==> config.mk <==
export PLATFORM = sky130hd
export DESIGN_NAME = i2c_slave_regmap_ctrl_flat
export DESIGN_NICKNAME = d
export VERILOG_FILES = /design/src/rtl/i2c_slave_regmap_ctrl_if.sv /design/src/rtl/i2c_slave_regmap_ctrl.sv /design/src/flat_wrapper.sv
export SDC_FILE = /design/constraint.sdc
export NUM_CORES = 1
export LEC_CHECK = 0
export CORE_MARGIN = 3
export CORE_UTILIZATION = 54
export DETAILED_ROUTE_END_ITERATION = 10
export PLACE_DENSITY = 0.76
export SETUP_SLACK_MARGIN = 0.05
export SLEW_MARGIN = 20
export SYNTH_ARGS = -nofsm -noshare
export SYNTH_HDL_FRONTEND = slang
export SYNTH_SLANG_ARGS = --single-unit
export TNS_END_PERCENT = 5
==> constraint.sdc <==
create_clock -name clk -period 6.25 [get_ports clk]
set_input_delay 0.9375 -clock clk [delete_from_list [all_inputs] [get_ports clk]]
set_output_delay 0.9375 -clock clk [all_outputs]
set_load 0.05 [all_outputs]
==> src/rtl/i2c_slave_regmap_ctrl_if.sv <==
// Byte-stream and host-port bundle between the I2C slave engine, the local host
// and the register-map controller.
interface i2c_slave_regmap_ctrl_if #(parameter int AW = 4);
    logic          i2c_start;
    logic          i2c_stop;
    logic [7:0]    i2c_rx_data;
    logic          i2c_received;
    logic          i2c_sended;
    logic [7:0]    i2c_tx_data;
    logic          host_req;
    logic          host_we;
    logic [AW-1:0] host_addr;
    logic [7:0]    host_wdata;
    logic [7:0]    host_rdata;
    logic          host_ack;
    logic          reg_wr;
    logic [AW-1:0] reg_wr_addr;
    logic          xfer_done;
    logic          xfer_wrote;

    modport slave (
        input  i2c_start, i2c_stop, i2c_rx_data, i2c_received, i2c_sended,
               host_req, host_we, host_addr, host_wdata,
        output i2c_tx_data, host_rdata, host_ack, reg_wr, reg_wr_addr,
               xfer_done, xfer_wrote
    );

    modport master (
        output i2c_start, i2c_stop, i2c_rx_data, i2c_received, i2c_sended,
               host_req, host_we, host_addr, host_wdata,
        input  i2c_tx_data, host_rdata, host_ack, reg_wr, reg_wr_addr,
               xfer_done, xfer_wrote
    );
endinterface

==> src/rtl/i2c_slave_regmap_ctrl.sv <==
// Turns the I2C slave byte stream into pointer-addressed accesses of a 2^AW byte
// register bank, shared with a local host port (I2C writes take priority).
module i2c_slave_regmap_ctrl #(
    parameter int              AW      = 4,
    parameter logic [(1<<AW)-1:0] RO_MASK = '0,
    parameter bit              WRAP    = 1'b1,
    parameter logic [7:0]      RST_VAL = 8'h00
) (
    input  logic                   clk,
    input  logic                   reset,
    i2c_slave_regmap_ctrl_if.slave bus
);
    localparam int DEPTH = 1 << AW;

    typedef enum logic [1:0] {IDLE, PTR, WDATA, RDATA} state_e;

    state_e        state_q;
    logic [AW-1:0] ptr_q, ptr_inc;
    logic [7:0]    bank_q [DEPTH];
    logic          rx_q, tx_q, wrote_q;
    logic          reg_wr_q, xfer_done_q, xfer_wrote_q, host_ack_q;
    logic [AW-1:0] reg_wr_addr_q;
    logic [7:0]    tx_data_q, host_rdata_q;
    logic          rx_ev, tx_ev, i2c_wr, host_go, host_wr;

    assign rx_ev   = bus.i2c_received & ~rx_q;
    assign tx_ev   = bus.i2c_sended & ~tx_q;
    // START/STOP in the same cycle as a byte event take precedence over it.
    assign i2c_wr  = (state_q == WDATA) && rx_ev && !bus.i2c_start && !bus.i2c_stop
                     && !RO_MASK[ptr_q];
    assign host_go = bus.host_req & ~host_ack_q;
    assign host_wr = host_go & bus.host_we & ~i2c_wr;
    assign ptr_inc = (WRAP || ptr_q != '1) ? ptr_q + AW'(1) : ptr_q;

    always_ff @(posedge clk) begin
        if (reset) begin
            state_q       <= IDLE;
            ptr_q         <= '0;
            wrote_q       <= 1'b0;
            rx_q          <= 1'b1;
            tx_q          <= 1'b1;
            reg_wr_q      <= 1'b0;
            reg_wr_addr_q <= '0;
            xfer_done_q   <= 1'b0;
            xfer_wrote_q  <= 1'b0;
        end else begin
            rx_q        <= bus.i2c_received;
            tx_q        <= bus.i2c_sended;
            reg_wr_q    <= i2c_wr;
            xfer_done_q <= 1'b0;
            if (i2c_wr) reg_wr_addr_q <= ptr_q;
            if (bus.i2c_start) begin
                state_q <= PTR;
                wrote_q <= 1'b0;
            end else if (bus.i2c_stop) begin
                if (state_q != IDLE) begin
                    xfer_done_q  <= 1'b1;
                    xfer_wrote_q <= wrote_q;
                end
                state_q <= IDLE;
            end else begin
                case (state_q)
                    PTR: begin
                        if (rx_ev) begin
                            ptr_q   <= bus.i2c_rx_data[AW-1:0];
                            state_q <= WDATA;
                        end else if (tx_ev) begin
                            ptr_q   <= ptr_inc;
                            state_q <= RDATA;
                        end
                    end
                    WDATA: begin
                        if (rx_ev) begin
                            ptr_q <= ptr_inc;
                            if (i2c_wr) wrote_q <= 1'b1;
                        end
                    end
                    RDATA: if (tx_ev) ptr_q <= ptr_inc;
                    default: ;
                endcase
            end
        end
    end

    // A deferred host write is retried next cycle because host_req is held until ack.
    always_ff @(posedge clk) begin
        if (reset) begin
            for (int i = 0; i < DEPTH; i++) bank_q[i] <= RST_VAL;
            tx_data_q    <= '0;
            host_rdata_q <= '0;
            host_ack_q   <= 1'b0;
        end else begin
            if (i2c_wr)       bank_q[ptr_q]         <= bus.i2c_rx_data;
            else if (host_wr) bank_q[bus.host_addr] <= bus.host_wdata;
            tx_data_q  <= bank_q[ptr_q];
            host_ack_q <= host_go & ~(bus.host_we & i2c_wr);
            if (host_go && !bus.host_we) host_rdata_q <= bank_q[bus.host_addr];
        end
    end

    assign bus.i2c_tx_data = tx_data_q;
    assign bus.host_rdata  = host_rdata_q;
    assign bus.host_ack    = host_ack_q;
    assign bus.reg_wr      = reg_wr_q;
    assign bus.reg_wr_addr = reg_wr_addr_q;
    assign bus.xfer_done   = xfer_done_q;
    assign bus.xfer_wrote  = xfer_wrote_q;
endmodule

==> src/flat_wrapper.sv <==
// flat-port wrapper written by rule: the top's interface ports become plain ports
module i2c_slave_regmap_ctrl_flat 
#(
    parameter int              AW      = 4,
    parameter logic [(1<<AW)-1:0] RO_MASK = '0,
    parameter bit              WRAP    = 1'b1,
    parameter logic [7:0]      RST_VAL = 8'h00
)
  (clk, reset, bus_i2c_start, bus_i2c_stop, bus_i2c_rx_data, bus_i2c_received, bus_i2c_sended, bus_host_req, bus_host_we, bus_host_addr, bus_host_wdata, bus_i2c_tx_data, bus_host_rdata, bus_host_ack, bus_reg_wr, bus_reg_wr_addr, bus_xfer_done, bus_xfer_wrote);
  i2c_slave_regmap_ctrl_if #(.AW(AW)) bus_i ();
  input  logic clk;
  input  logic reset;
  input wire logic [$bits(bus_i.i2c_start)-1:0] bus_i2c_start;
  input wire logic [$bits(bus_i.i2c_stop)-1:0] bus_i2c_stop;
  input wire logic [$bits(bus_i.i2c_rx_data)-1:0] bus_i2c_rx_data;
  input wire logic [$bits(bus_i.i2c_received)-1:0] bus_i2c_received;
  input wire logic [$bits(bus_i.i2c_sended)-1:0] bus_i2c_sended;
  input wire logic [$bits(bus_i.host_req)-1:0] bus_host_req;
  input wire logic [$bits(bus_i.host_we)-1:0] bus_host_we;
  input wire logic [$bits(bus_i.host_addr)-1:0] bus_host_addr;
  input wire logic [$bits(bus_i.host_wdata)-1:0] bus_host_wdata;
  output wire logic [$bits(bus_i.i2c_tx_data)-1:0] bus_i2c_tx_data;
  output wire logic [$bits(bus_i.host_rdata)-1:0] bus_host_rdata;
  output wire logic [$bits(bus_i.host_ack)-1:0] bus_host_ack;
  output wire logic [$bits(bus_i.reg_wr)-1:0] bus_reg_wr;
  output wire logic [$bits(bus_i.reg_wr_addr)-1:0] bus_reg_wr_addr;
  output wire logic [$bits(bus_i.xfer_done)-1:0] bus_xfer_done;
  output wire logic [$bits(bus_i.xfer_wrote)-1:0] bus_xfer_wrote;
  assign bus_i.i2c_start = bus_i2c_start;
  assign bus_i.i2c_stop = bus_i2c_stop;
  assign bus_i.i2c_rx_data = bus_i2c_rx_data;
  assign bus_i.i2c_received = bus_i2c_received;
  assign bus_i.i2c_sended = bus_i2c_sended;
  assign bus_i.host_req = bus_host_req;
  assign bus_i.host_we = bus_host_we;
  assign bus_i.host_addr = bus_host_addr;
  assign bus_i.host_wdata = bus_host_wdata;
  assign bus_i2c_tx_data = bus_i.i2c_tx_data;
  assign bus_host_rdata = bus_i.host_rdata;
  assign bus_host_ack = bus_i.host_ack;
  assign bus_reg_wr = bus_i.reg_wr;
  assign bus_reg_wr_addr = bus_i.reg_wr_addr;
  assign bus_xfer_done = bus_i.xfer_done;
  assign bus_xfer_wrote = bus_i.xfer_wrote;
  i2c_slave_regmap_ctrl #(.AW(AW), .RO_MASK(RO_MASK), .WRAP(WRAP), .RST_VAL(RST_VAL)) u_core (.clk(clk), .reset(reset), .bus(bus_i));
endmodule
==> results of run 1 <==
[synthesized netlist by cell type, types with 6 or more instances]
master	instances
nor2_1	145
edfxtp_1	128
mux4_2	53
mux2i_1	43
dfxtp_1	33
buf_2	23
nand2_1	23
nor2b_1	22
o21ai_0	21
clkbuf_1	20
nand2b_1	20
a21oi_1	18
nor3_1	13
and4_1	12
a211oi_1	11
a31oi_1	9
a31oi_2	9
inv_1	9
a2bb2oi_1	8
buf_1	6
buf_4	6
o31ai_1	6
[cells by family after synthesis]
group / synth area share (%)
flops: 51.0
fa+ha+maj: 0.142
buf+inv: 3.69
compound gates: 10.9
mux: 18.7
simple gates: 15.5
[metrics by stage]
step | instance area [um^2] | utilization (%) | power, mW
detailed placement | 9430 | 59.1 | 1.50
global route | 10000 | 63.0 | 2.63
CTS | 10000 | 62.9 | 2.57
finish | 10000 | 63.0 | 2.58
floorplan | 8830 | - | 1.40
global placement | 9410 | 59.0 | 1.49
[cell type report]
cell class / count / area [um^2] / area share [%]
clock inverters: 15 / 181 / 1.81
well taps: 216 / 270 / 2.69
flip-flops and latches: 161 / 4510 / 44.9
inverters: 9 / 33.8 / 0.337
repair buffers: 64 / 603 / 6.01
clock buffers: 17 / 425 / 4.24
multi-input cells: 491 / 4020 / 40.0
[state kept, by name, summed over array words and instances, names as in the netlist]
name and cells:
u_core.bank_q 128, u_core.bus.host_rdata 8, u_core.bus.i2c_tx_data 8, u_core.bus.reg_wr_addr 4
u_core.ptr_q 4, u_core.state_q 2, u_core.bus.host_ack 1, u_core.bus.reg_wr 1
u_core.bus.xfer_done 1, u_core.bus.xfer_wrote 1, u_core.rx_q 1, u_core.tx_q 1
u_core.wrote_q 1
[power by group]
group	switching, mW	internal (mW)
logic	0.158	0.102
registers	0.0290	1.19
clock network	0.463	0.632
[worst min-delay path: cells and delay by family, from the launching register on]
family,cells,cell delay [ns]
flops,1,0.32
compound gates,2,0.12
[final timing paths]
kind,endpoint,slack (ns),depth (start not counted)
hold / removal,u_core.bus.host_rdata[3],0.47,2
hold reg to reg,u_core.bus.host_rdata[3],0.47,2
setup / recovery,u_core.bank_q[5][7],2.15,5
setup reg to reg,u_core.bank_q[5][7],2.71,4
[per-layer routing]
layer  wire (um)  vias up
li1            -     2808
met5           0        -
met2       12800      625
met3        3870      124
met4        1260        0
met1       10100     3345
==> flow_summary.ini, run 1 <==
[synth]
synth_fp_nets = 748
synth_top_area_cell = edfxtp_1
seq_area_frac_synth_pct = 51.0
synth_area_um2 = 8830
synthArstFlopShare_pct = 0
synth_edf_count = 128
synth_seq_cells = 161
yosys-top-cells-area = edfxtp_1 (44%), mux4_2 (14%), dfxtp_1 (7.5%), nor2_1 (6.2%), mux2i_1 (4.9%)
yosys.area.top_type_share_pct = 43.5
synth_flop_cell = edfxtp_1
synth_warnings = 0
avgSynthCellArea_um2 = 12.3
synthCells = 719
yosysUniqueCellTypes = 66

[setup_path]
crit_slowest_cell = mux2i_1
crit_fanout = 18
slowest_delay_ns = 1.05
path_cells = clkdlybuf4s50_1, nor4b_4, a21o_1, mux2i_1, nor2_1
path_buf_inv = 1
cp-end-kind = flop
crit_arrival_ns = 4.24
worst_setup_path_start_kind = input pin
worstReg2RegStart = u_core.state_q[1]
required_ns = 6.39
critPathLaunch = bus_i2c_start
critPathKind = in2reg
cp_top_family = multiplexers

[grt]
grt_use_total_pct = 31.8
grt_pass1_wl_mm = 41.8
gr-usage-met3_pct = 10.1
antenna_found_initial = 0
grt_start_max_net_pins = 47
grt-ovfl-total = 0
grt.busiest_layer = met2
globalRouteMet1Util_pct = 42.4
use_met2_pct = 48.8
grt_pass1_vias = 6672

[floorplanning]
pin_count = 52
die_area_um2 = 17900
fp.dieH_um = 134
start_util_pct = 55.4
core-area_um2 = 15900
rows = 46
die_x_um = 134

[min_path]
holdCritPathClass = reg2reg
hold_start = u_core.bus.host_rdata[3]

[timing]
slew_violations = 0
fin_setup_tns_ns = 0
worst_slew_pin_slew_ns = 1.19
setup_violations = 0
period_minus_slack_ns = 4.10
rsz0062_at_grt = no
fin_skew_ns = 0.0140
fin_ws_ns = 2.15
period_share_pct = 65.5
fmax_mhz = 244
hold_viol_final = 0
slew_headroom_pct = 18.2
whs_ns = 0.470

[clock_tree]
path_clk_slew_ns = 0.07
worstSkewPairLatency_ns = 0.44
postCtsSetupBuffers = 0
cts_hold_buffers = 0
cts_resized = 0
cts_made_buffers = 17
htree_levels = 4
cts.sinks = 161
cts.path.max_buffers = 2
root_buffer = clkbuf_16
tritoncts = built

[pwr]
ir_drop_mv = 0.208
power_density_nw_per_um2 = 257
power.leakage_nw = 3.38

[cells_and_area]
diodes = 0
final_common_cell = nor2_1
fin_nets = 773
fillers = 1247
drive_gt1_share_pct = 18.1
mostFrequentLayoutCells = nor2_1 (145), edfxtp_1 (128), mux4_2 (53)
area_growth_pct = 13.7
final-instance-count-excl-fill = 973

[routing]
wire_per_inst_um = 28.8
route.detailed.drc = 0
wl_mm = 28.0
drtIter0Drc = 1177
via_per_inst = 7.09
dr.pass1.iters = 8
drtAntennaViolNets = 0
vias = 6902

[place]
place.gp.congestion = 0.938
portBuffers = 51
dp_hpwl_mm = 19.0
pre_cts_slack_ns = 1.87
placed_cells = 941

[job]
drv_cap = 0

[status]
status = finished clean
(Power assumes the default switching activity.)
==> run 2, diff against run 1 <==
--- a/config.mk
+++ b/config.mk
@@ -8,7 +8,7 @@
 export CORE_MARGIN = 3
 export CORE_UTILIZATION = 54
 export DETAILED_ROUTE_END_ITERATION = 10
-export PLACE_DENSITY = 0.76
+export PLACE_DENSITY = 0.79
 export SETUP_SLACK_MARGIN = 0.05
 export SLEW_MARGIN = 20
 export SYNTH_ARGS = -nofsm -noshare
==> constraint.sdc (replaced) <==
create_clock -name clk -period 3.59 [get_ports clk]
set_input_delay 0.5385 -clock clk [delete_from_list [all_inputs] [get_ports clk]]
set_output_delay 0.5385 -clock clk [all_outputs]
set_load 0.05 [all_outputs]
==> run 2 against run 1 <==
Wire length shrank 6.7%. Power rose by 73%. Clock power is 73% higher.
==> flow_summary.ini, run 2 (synthesized netlist as in run 1, its figures left out) <==
[floorplanning]
die_x_um = 134
rows = 46
core-area_um2 = 15900
fp.dieH_um = 134
die_area_um2 = 17900
start_util_pct = 55.4
pin_count = 52

[pwr]
p_total_mw = 4.47
ir_drop_mv = 0.366
pwr-share-seq_pct = 47.5
power_frac_comb_pct = 10.3
p_int_mw = 3.39
switchingPower_mw = 1.08
power_density_nw_per_um2 = 436
p_sw_share_pct = 24.3
p_clk_share_pct = 42.2
power.leakage_nw = 3.55

[routing]
drtIter0Drc = 1090
route.detailed.drc = 0
wl_mm = 26.1
wire_per_inst_um = 26.1
via_per_inst = 6.72
dr.pass1.iters = 5
vias = 6731
drtAntennaViolNets = 0

[timing]
slew_violations = 0
fin_setup_tns_ns = 0
rsz0062_at_grt = no
slew_headroom_pct = 39.4
setup_violations = 0
worst_slew_pin_slew_ns = 0.907
fin_skew_ns = 0.0100
hold_viol_final = 0
period_share_pct = 82.1
whs_ns = 0.457
fmax_mhz = 339
period_minus_slack_ns = 2.95

[clock_tree]
cts.sinks = 161
cts_made_buffers = 17
worstSkewPairLatency_ns = 0.44
tritoncts = built
cts_hold_buffers = 0
htree_levels = 4
path_clk_slew_ns = 0.06
root_buffer = clkbuf_16
postCtsSetupBuffers = 0
cts.path.max_buffers = 2
cts_resized = 0

[job]
drv_cap = 0

[setup_path]
required_ns = 3.67
crit_slowest_cell = or4b_1
crit_fanout = 9
slowest_delay_ns = 0.74
path_cells = clkdlybuf4s50_1, or4b_1, nor2_4, buf_4, a32oi_4, nand2b_1
worst_setup_path_start_kind = input pin
critPathKind = in2reg
crit_arrival_ns = 3.03
ff2ff_path_depth = 5
cp-end-kind = flop

[cells_and_area]
mostFrequentLayoutCells = nor2_1 (145), edfxtp_1 (128), mux4_2 (53)
drive_gt1_share_pct = 20.1
largest_reg_flops = 128
final_common_cell = nor2_1
fin_nets = 802
area_growth_pct = 16.0
diodes = 0
regMostFlops = u_core.bank_q

[status]
status = finished clean

[grt]
grt_start_max_net_pins = 45
antenna_found_initial = 0
grt_pass1_vias = 6536
grt_pass1_wl_mm = 39.3
grt_use_total_pct = 29.6
grt-ovfl-total = 0

[min_path]
holdCritPathClass = reg2reg
hold_depth = 2

[place]
dp_hpwl_mm = 18.5
place.gp.congestion = 0.977
portBuffers = 51
==> run 2: path summary, 6_finish.rpt <==
check / from / endpoint / slack (ns)
max: bus_i2c_start / u_core.bank_q[0][0] / 0.64
min: u_core.bus.reg_wr_addr[3] / u_core.bus.reg_wr_addr[3] / 0.46
max reg2reg: u_core.state_q[1] / u_core.bank_q[0][0] / 0.85
min reg2reg: u_core.bus.reg_wr_addr[3] / u_core.bus.reg_wr_addr[3] / 0.46
==> run 2: worst max-delay path, delay by kind of cell <==
| family | cells | cell delay, ns |
|---|---|---|
| compound gates | 1 | 0.20 |
| buf+inv | 2 | 0.75 |
| simple gates | 3 | 1.52 |
==> run 2: routing by layer <==
layer | part of all wire, % | up-vias | track usage [%]
met1 | 38 | 3323 | 41.5
met3 | 11 | 68 | 6.75
li1 | - | 2859 | -
met2 | 48 | 481 | 46.0
met5 | 0 | - | 0
met4 | 2.9 | 0 | 10.3
==> run 2: layout make-up <==
| type | count | area [um^2] |
|---|---|---|
| Clock buffer | 20 | 447 |
| Clock inverter | 12 | 156 |
| Fill cell | 1206 | 5700 |
| Inverter | 9 | 33.8 |
| Multi-Input combinational cell | 491 | 4000 |
| Sequential cell | 161 | 4510 |
| Tap cell | 216 | 270 |
| Timing Repair Buffer | 93 | 833 |
==> run 2: stage by stage <==
stage	utilization, %	setup WS [ns]	area, um^2	cells
CTS	64.2	0.677	10200	1002
global route	64.2	0.550	10200	1002
finish	64.2	0.642	10200	1002
global placement	60.5	0.266	9640	970
floorplan	-	1.19	8830	719
detailed placement	60.5	0.204	9640	970
==> run 2: power groups by stage <==
stage | Combinational [mW] | Sequential [mW] | Clock (mW)
floorplan | 0.255 | 2.18 | 0
global placement | 0.443 | 2.15 | 0
detailed placement | 0.450 | 2.16 | 0
CTS | 0.453 | 2.12 | 1.90
global route | 0.480 | 2.13 | 1.96
finish | 0.461 | 2.12 | 1.89
==> run 3, diff against run 2 <==
==> constraint.sdc (replaced) <==
create_clock -name clk -period 2.65 [get_ports clk]
set_input_delay 0.3975 -clock clk [delete_from_list [all_inputs] [get_ports clk]]
set_output_delay 0.3975 -clock clk [all_outputs]
set_load 0.05 [all_outputs]
==> run 3 against run 2 <==
Wire length up 1.0%. Setup slack lost 0.36 ns. Sequential share of layout area decreased by 2.3 points. Combinational power up 51%. Flip-flop and latch count is the same. Clock skew up 0.0018 ns. Hold slack improved by 0.0011 ns. First-iteration DRC count shrank 28%. Largest cell class unchanged. Sequential power rose by 36%. Count of clock-buffer cells in the layout decreased by 3.
==> flow_summary.ini, run 3 (synthesized netlist as in run 1, its figures left out) <==
[setup_path]
worst_setup_path_start_kind = flop
crit_fanout = 11
required_ns = 2.83
crit_slowest_cell = nor4b_4
path_cells = nor4b_4, buf_4, a21o_1, buf_4, mux2i_1, buf_4, nor2_1
critPathKind = reg2reg
crit_top_cell = buf_4
cp-end-kind = flop
crit_arrival_ns = 2.54
slowest_delay_ns = 0.45

[routing]
vias = 6774
via_per_inst = 6.45
wl_mm = 26.4
wire_per_inst_um = 25.1
drtAntennaViolNets = 0
dr.pass1.iters = 5
route.detailed.drc = 0
drtIter0Drc = 782

[timing]
fmax_mhz = 423
setup_violations = 0
whs_ns = 0.458
period_share_pct = 89.2
fin_skew_ns = 0.0118
hold_viol_final = 0
worst_slew_pin_slew_ns = 0.841
rsz0062_at_grt = no
fin_ws_ns = 0.287
period_minus_slack_ns = 2.36
fin_setup_tns_ns = 0
slew_violations = 0
slew_headroom_pct = 43.7

[floorplanning]
rows = 46
start_util_pct = 55.4
die_area_um2 = 17900
pin_count = 52
core-area_um2 = 15900
fp.dieH_um = 134
die_x_um = 134

[clock_tree]
cts_made_buffers = 17
root_buffer = clkbuf_16
cts.sinks = 161
htree_levels = 4
tritoncts = built
cts.path.max_buffers = 2
cts_resized = 0
cts_hold_buffers = 0
path_clk_slew_ns = 0.07
worstSkewPairLatency_ns = 0.44
postCtsSetupBuffers = 0

[place]
pre_cts_slack_ns = -0.0889
place.gp.congestion = 1.00
dpl_cell_area_um2 = 10200
dp_hpwl_mm = 19.4
placed_cells = 1019
portBuffers = 51

[pwr]
power.leakage_nw = 3.86
ir_drop_mv = 0.589
power_density_nw_per_um2 = 573
p_total_mw = 6.19

[grt]
grt_use_total_pct = 30.4
grt_pass1_wl_mm = 40.4
grt_pass1_vias = 6842
grt_start_max_net_pins = 56
antenna_found_initial = 0
grt-ovfl-total = 0

[cells_and_area]
utilization_pct = 67.8
fin_nets = 851
diodes = 0
finalInstanceArea_um2 = 10800
mostFrequentLayoutCells = nor2_1 (145), edfxtp_1 (128), buf_4 (77)
final_common_cell = nor2_1
area_growth_pct = 22.4
drive_gt1_share_pct = 25.1
largest_reg_flops = 128
final-instance-count-excl-fill = 1051
regMostFlops = u_core.bank_q

[min_path]
holdCritPathClass = reg2reg

[status]
status = finished clean

[job]
drv_cap = 0
==> run 3: cell count changes in the layout (fill, tap and decap cells not counted), sizes merged <==
cell / delta
clkinvlp: -1
clkinv: -1
bufinv: -1
inv: +6
clkbuf: -3
buf: +49
==> run 3: worst max-delay path: cells and delay by family, from the launching register on <==
kind	cells	cell delay, ns
muxes	1	0.32
buffers and inverters	3	0.67
and+or+nand+nor	2	0.51
DFF	1	0.43
AOI/OAI and AO/OA	1	0.17
==> run 3: where the power goes <==
group | switching, mW | total (mW) | leakage, nW | internal (mW)
Sequential | 0.0608 | 2.88 | 1.58 | 2.82
Clock | 1.17 | 2.62 | 0.309 | 1.45
Combinational | 0.381 | 0.694 | 1.97 | 0.313
==> run 3: per-layer routing <==
layer / GRT usage (%) / routed length [um] / vias up
li1: - / - / 2965
met1: 40.4 / 10300 / 3353
met2: 48.3 / 12600 / 407
met3: 9.83 / 2950 / 49
met4: 9.43 / 581 / 0
met5: 0 / 0 / -
==> run 3: path summary, 6_finish.rpt <==
kind | cells after the start | slack, ns | to | from
setup / recovery | 7 | 0.29 | u_core.bank_q[6][1] | u_core.state_q[0]
hold / removal | 2 | 0.46 | u_core.bus.reg_wr_addr[2] | u_core.bus.reg_wr_addr[2]
setup reg to reg | 7 | 0.29 | u_core.bank_q[6][1] | u_core.state_q[0]
hold reg to reg | 2 | 0.46 | u_core.bus.reg_wr_addr[2] | u_core.bus.reg_wr_addr[2]
==> run 3: area by class of cell <==
cell class              instances  area, um^2
clock buffers                  17         425
clock inverters                15         206
fillers                      1139        5140
inverters                       9        33.8
multi-input cells             491        4000
flip-flops and latches        161        4510
well taps                     216         270
repair buffers                142        1360
